==> config.mk <==
export PLATFORM = sky130hd
export DESIGN_NAME = lyr2_mac_seq
export DESIGN_NICKNAME = d
export VERILOG_FILES = /design/src/rtl/lyr_pkg.sv /design/src/rtl/lyr_relu.sv /design/src/rtl/lyr2_mac_seq.sv
export SDC_FILE = /design/constraint.sdc
export NUM_CORES = 1
export LEC_CHECK = 0
export CAP_MARGIN = 20
export CORE_ASPECT_RATIO = 2
export CORE_MARGIN = 4
export CORE_UTILIZATION = 42
export CTS_CLUSTER_DIAMETER = 60
export DETAILED_ROUTE_END_ITERATION = 6
export PLACE_DENSITY = 0.94
export SYNTH_ARGS = -nofsm -noshare
export SYNTH_HDL_FRONTEND = slang
export SYNTH_SLANG_ARGS = --single-unit
==> constraint.sdc <==
create_clock -name clk -period 3.04 [get_ports clk]
set_input_delay 0.912 -clock clk [delete_from_list [all_inputs] [get_ports clk]]
set_output_delay 0.912 -clock clk [all_outputs]
set_load 0.05 [all_outputs]
==> src/rtl/lyr_pkg.sv <==
// Shared definitions for the dense-layer sequencers of the VAE forward path.
// Latency: n/a (constants only).
// Backpressure: n/a.
package lyr_pkg;

  // Datapath width of activations, weights, biases and MAC results.
  localparam int DW = 16;

  // Field offsets inside one 48-bit weight word {b, w2, w1}.
  localparam int W1_LSB = 0;
  localparam int W2_LSB = 16;
  localparam int B_LSB  = 32;
  localparam int WW     = 48;

  // Sequencer states, kept as plain constants for older consumers.
  typedef logic [2:0] state_t;
  localparam state_t S_IDLE  = 3'd0;
  localparam state_t S_FETCH = 3'd1;
  localparam state_t S_WAIT  = 3'd2;
  localparam state_t S_MAC   = 3'd3;
  localparam state_t S_OUT   = 3'd4;
  localparam state_t S_DONE  = 3'd5;

endpackage

==> src/rtl/lyr_relu.sv <==
// Combinational ReLU on a signed DW-bit value; EN=0 turns it into a wire.
// Latency: 0 cycles (purely combinational).
// Backpressure: none.
// Ports: x = input value, y = max(x, 0) when EN=1, else x.
module lyr_relu
  import lyr_pkg::*;
#(
  parameter int EN = 1
) (
  input  logic [DW-1:0] x,
  output logic [DW-1:0] y
);

  // Negative values clamp to zero; positive values, including 0x7FFF, pass.
  assign y = ((EN != 0) && x[DW-1]) ? '0 : x;

endmodule

==> src/rtl/lyr2_mac_seq.sv <==
// Time-shares one external 2-input MAC across N_NEURON neurons of a dense layer.
// Latency: neuron k valid 4+4k cycles after start (ready high); done at 4*N+1.
// Backpressure: holds out_valid/out_data/out_idx while out_ready=0; no fetch issued.
// Ports:
//   clk, rst_n           clock, synchronous active-low reset
//   start, d1_in, d2_in  layer request and its two inputs (latched on accept)
//   busy, done           activity flag, one-cycle completion pulse
//   w_rd_en/w_addr/w_rdata  synchronous weight memory, 1-cycle read latency
//   mac_*                registered MAC operands and combinational result
//   out_valid/out_ready/out_data/out_idx  result stream
module lyr2_mac_seq
  import lyr_pkg::*;
#(
  parameter int N_NEURON  = 4,
  parameter int AW        = 2,
  parameter int BASE_ADDR = 0,
  parameter int RELU_EN   = 1
) (
  input  logic          clk,
  input  logic          rst_n,
  input  logic          start,
  input  logic [15:0]   d1_in,
  input  logic [15:0]   d2_in,
  output logic          busy,
  output logic          done,
  output logic          w_rd_en,
  output logic [AW-1:0] w_addr,
  input  logic [47:0]   w_rdata,
  output logic [15:0]   mac_d1,
  output logic [15:0]   mac_d2,
  output logic [15:0]   mac_w1,
  output logic [15:0]   mac_w2,
  output logic [15:0]   mac_b,
  input  logic [15:0]   mac_res,
  output logic          out_valid,
  input  logic          out_ready,
  output logic [15:0]   out_data,
  output logic [AW-1:0] out_idx
);

  localparam logic [AW-1:0] LAST = AW'(N_NEURON - 1);
  localparam logic [AW-1:0] BASE = AW'(BASE_ADDR);
  localparam logic [AW-1:0] ONE  = AW'(1);

  state_t        state;
  logic [AW-1:0] idx;
  logic [AW-1:0] idx_nxt;
  logic [15:0]   act;

  assign idx_nxt = idx + ONE;

  lyr_relu #(.EN(RELU_EN)) u_relu (
    .x (mac_res),
    .y (act)
  );

  // w_rd_en, busy and done are registered on the transition into the state
  // they belong to, so they line up exactly with FETCH, non-IDLE and DONE.
  always_ff @(posedge clk) begin
    if (!rst_n) begin
      state     <= S_IDLE;
      idx       <= '0;
      busy      <= 1'b0;
      done      <= 1'b0;
      w_rd_en   <= 1'b0;
      w_addr    <= '0;
      mac_d1    <= '0;
      mac_d2    <= '0;
      mac_w1    <= '0;
      mac_w2    <= '0;
      mac_b     <= '0;
      out_valid <= 1'b0;
      out_data  <= '0;
      out_idx   <= '0;
    end else begin
      done <= 1'b0;
      case (state)
        S_IDLE: begin
          if (start) begin
            mac_d1  <= d1_in;
            mac_d2  <= d2_in;
            idx     <= '0;
            w_rd_en <= 1'b1;
            w_addr  <= BASE;
            busy    <= 1'b1;
            state   <= S_FETCH;
          end
        end
        S_FETCH: begin
          w_rd_en <= 1'b0;
          state   <= S_WAIT;
        end
        S_WAIT: begin
          // Read data is valid now, one cycle after the strobe.
          mac_w1 <= w_rdata[W1_LSB +: DW];
          mac_w2 <= w_rdata[W2_LSB +: DW];
          mac_b  <= w_rdata[B_LSB  +: DW];
          state  <= S_MAC;
        end
        S_MAC: begin
          out_data  <= act;
          out_idx   <= idx;
          out_valid <= 1'b1;
          state     <= S_OUT;
        end
        S_OUT: begin
          // out_valid is always high here, so out_ready alone is the handshake.
          if (out_ready) begin
            out_valid <= 1'b0;
            if (idx == LAST) begin
              done  <= 1'b1;
              state <= S_DONE;
            end else begin
              idx     <= idx_nxt;
              w_rd_en <= 1'b1;
              w_addr  <= BASE + idx_nxt;
              state   <= S_FETCH;
            end
          end
        end
        S_DONE: begin
          busy  <= 1'b0;
          state <= S_IDLE;
        end
        default: begin
          busy      <= 1'b0;
          w_rd_en   <= 1'b0;
          out_valid <= 1'b0;
          state     <= S_IDLE;
        end
      endcase
    end
  end

endmodule

# Word level (Yosys, flattened, before mapping)
# Index checks and enable logic that the tools add are counted.
# classes
n_reduce_logical,12
n_addsub,1
bitwise_logic,3
eq_ne,9
n_mux,17
# op_table
operator,n
$mux 15,1
$pmux 3 s5,1
$mux 3,3
$reduce_and 2->1,4
$reduce_and 4->1,2
$reduce_or 4->1,2
$eq 3x2->1 const B,2
$eq 3x3->1 const B,2
$mux 2,3
$ne 2x2->1 const B,3
$pmux 1 s3,2
$mux 1,5
$pmux 2 s2,1
$eq 3x1->1 const B,1
$logic_not 3->1,1
$not 1->1,3
$reduce_and 3->1,1
$reduce_or 3->1,1
$add 2x1->2 const B,1
$eq 2x2->1 const B,1
$pmux 1 s2,1
$reduce_bool 2->1,1
# word_totals
input_bits,100
register_bits,107
output_inout_bits,104

# Depth between registers and ports, before layout
# depth
depth_word,4
ltp_mapped,6

# Modules after synthesis
# Synthesis repeated with hierarchy kept, for this count alone.
# unflattened
cells_unflattened,497
hier_area_um2,3996.3
# modules_own_cells
module,n_inst,area_each_um2,cells_each,seq_area_each_um2
lyr2_mac_seq,1,3852.4,479,2142.1
lyr_relu,1,143.9,18,0.0

# Least setup slack after synthesis
# OpenSTA, ideal clock, no wires.
# synth_path
path_type,input to register
from,input port start
to,register mac_d1[0]
path_stages,5
setup_time_ns,0.132
setup_slack_ns,1.168
required_ns,2.908
arrival_time_ns,1.740
path_buffers,2
cell_sequence,or4b_1 clkbuf_1 buf_2 nand2_1 a21oi_1
# synth_between
elab_chain_cells,1
# synth_lines
element,line_no,source
start: declaration,lyr2_mac_seq.sv:21,"input logic start,"
$reduce_and 2->1 (no source line),n/a,
end signal: assignment,lyr2_mac_seq.sv:80,mac_d1 <= d1_in;
end: declaration,lyr2_mac_seq.sv:29,"output logic [15:0] mac_d1,"
# Every way passes these cells.
# A chain may end at the register's enable or synchronous reset.

==> qor.yml <==
top_level_ports: 204
status: "finished, final reports clean"
finalCritPeriodShare_pct: 83.12
hold_start: "out_data[3]$_SDFFE_PN0N_"
vdd_ir_drop_max_mv: 0.4272
flow.area_growth_from_synthesis_pct: 61.43
num_rows: 49
max_slew.worst_pin.slew_ns: 0.7326
cts_root_buf: "clkbuf_16"
synth_top_cells_by_count: "181 x nand2_1, 106 x dfxtp_1, 101 x a21oi_1"
drive_gt1_share_pct: 3.916
detailed_router_iteration_count_before_antenna_repair: 4
synth.cell_area_um2: 3844
cts-htree-levels: 3
critical_path.top_delay_family: "buffers and inverters"
worst_r2r_path_depth: 4
grt_first_pass_wirelength_um: 18460
ant_diodes: 0
die_height_um: 143.3
worstSetupEndpointType: "output pin"
synth_enable_flop_cells: 0
timing.critical_path.required_ns: 2.13
critical_path.slowest_cell: "clkdlybuf4s50_1"
floorplan.die_area_um2: 10840
antenna_found_initial: 0
worst-endpoint-arrival_ns: 1.61
rsz0062_at_grt: "no"
synth.top_cells.by_area: "dfxtp_1 55%, nand2_1 18%, a21oi_1 13%"
rr_startpoint: "state[0]$_SDFFE_PN0P_"
timing.final.max_slew_violations: 0
port_buffers: 202
crit_path_cells: "clkdlybuf4s50_1"
hold_viol_final: 0
layout.core_utilization_pct: 69.32
timing.critical_path.from_type: "flip-flop"
vias: 3936
cts_setup_buffers: 0
worst_hold_path_type: "reg2reg"
reg2reg_slack_ns: 0.93
seq_area_um2: 2122
cts_tree: "yes"
routed_wire_length_per_instance_um: 16.00
yosysTopAreaCellShare_pct: 55.21
nets: 760
synthesis_warnings: 0
cts_buffers: 9
max_clock_freq_mhz: 395.8
yosys.area.top_type: "dfxtp_1"
first_global_vias: 3888
start_util_pct: 42.94
worstSetupPathDepth: 1
multiInputGateArea_um2: 1549
cts_hold_buf: 0
postCtsResizedCells: 0
synth_seq_area_share_pct: 55.21
die_w_um: 75.65
placeable_core_area_um2: 8951
clkLatencyLatePin_ns: 0.34
fin_tns_setup_ns: 0
regToRegEndpoint: "mac_b[13]$_SDFFE_PN0P_"
cts_num_sinks: 106
gp_routability_congestion: 0.8387
filler_cell_count_in_the_final_layout: 682
cellLeakagePower_nw: 2.182
grt_overflow_total: 0
synth.most_common_cell: "nand2_1"
powerDensity_nw_per_um2: 594.7
min_period_ns: 2.527
remaining_drc_errors: 0
path_buf_inv: 1
delay_of_the_slowest_cell_on_the_worst_path_ns: 0.85
finalWirelength_um: 12260
via_cell_ratio: 5.138
place.detailed.hpwl_um: 9314
netlist_instances: 477
timing.critical_path.from: "idx[0]$_SDFFE_PN0P_"
syn-num-nets: 578
max-slew-margin-rel_pct: 51.16
synth-async-reset-ratio_pct: 0
cp_max_fo: 6
ctsLongestPathBuffers: 2
worst_setup_hold_path_clk_slew_ns: 0.06
clock-skew-final_ns: 0.008585
setup_viol: 0
synth.avg_cell_area_um2: 8.058
ys_types: 32
drt_iter0_drc: 226
holdPathEnd: "out_data[3]$_SDFFE_PN0N_"
setup.worst_path.class: "reg2out"
synth_top_flop_cell: "dfxtp_1"
min_path_cells: 2
grt_max_degree: 58
antenna_left: 0
maxCapViolCount: 0
gr-usage-all-layers_pct: 22.32
yosys_register_bits: 106
## cell usage in the layout (no fill, tap or decap), types with 2 or more instances in the layout
cell | Yosys | layout
bufinv_16 | 0 | 2
nand3b_1 | 17 | 17
buf_4 | 5 | 6
o21ai_1 | 2 | 2
clkdlybuf4s50_1 | 0 | 202
nor2_1 | 2 | 2
nand2b_1 | 2 | 2
a21oi_1 | 101 | 101
dfxtp_1 | 106 | 106
o21ai_0 | 2 | 2
inv_2 | 2 | 2
clkbuf_16 | 0 | 9
nor3_1 | 2 | 2
nand3_1 | 3 | 3
clkinvlp_4 | 0 | 2
nand4_1 | 2 | 2
nand2_1 | 181 | 181
## metrics by stage
step	hold slack (ns)	setup WS, ns	power [W]	instance area (um^2)	std cells
finish	0.4539	0.5133	0.003690	6205	766
floorplan	0.5749	1.168	0.002106	3844	477
global route	0.4715	0.4670	0.003833	6205	766
detailed placement	0.4470	0.4980	0.002472	5877	750
global placement	0.4375	0.5456	0.002449	5877	750
CTS	0.4560	0.4906	0.003724	6205	766
## metal layers
metal	track usage [%]	vias to the layer above	share of wire, %
li1	-	1923	-
met1	21.96	1811	34
met2	40.36	152	55
met3	5.042	50	5.6
met4	13.46	0	5.7
met5	0	-	0
## worst max path at each step
| stage | to | slack [ns] |
|---|---|---|
| floorplan | mac_d1[0]$_SDFFE_PN0P_ | 1.17 |
| global placement | mac_d2[5]$_SDFFE_PN0P_ | 0.55 |
| detailed placement | mac_d2[12]$_SDFFE_PN0P_ | 0.50 |
| CTS | w_addr[0] | 0.49 |
| global route | w_addr[0] | 0.47 |
| finish | w_addr[0] | 0.51 |
## cells by family (layout without fill, tap and decap cells)
kind of cell             Yosys count  in the layout  synth area share, %
AO/OA/AOI/OAI                    112            112                15.10
XOR/XNOR                           1              1               0.2279
adder cells (fa/ha/maj)            1              1               0.3255
buffers and inverters             40            227                4.850
flip-flops                       106            106                55.21
other                              1              1              0.09756
AND/OR/NAND/NOR                  216            216                24.19
## report_power, final
part	total, W	switching [W]	internal [W]
Combinational	0.000895	0.000559	0.000336
Clock	0.00125	0.000505	0.000746
Sequential	0.00154	0.0000624	0.00148
## state kept, by name, summed over array words and instances (netlist names)
register	count
state	3
mac_d2	16
idx	2
busy	1
w_rd_en	1
mac_w1	16
mac_b	16
mac_w2	16
mac_d1	16
out_data	15
out_valid	1
done	1
out_idx	2
## layout make-up
cell class / instances / share of cell area (%)
Multi-Input combinational cell: 331 / 24.96
Tap cell: 102 / 2.057
Timing Repair Buffer: 208 / 33.31
Sequential cell: 106 / 34.20
Clock buffer: 10 / 3.852
Clock inverter: 6 / 1.432
Inverter: 3 / 0.1815
Power figures use the tool's default switching activity.
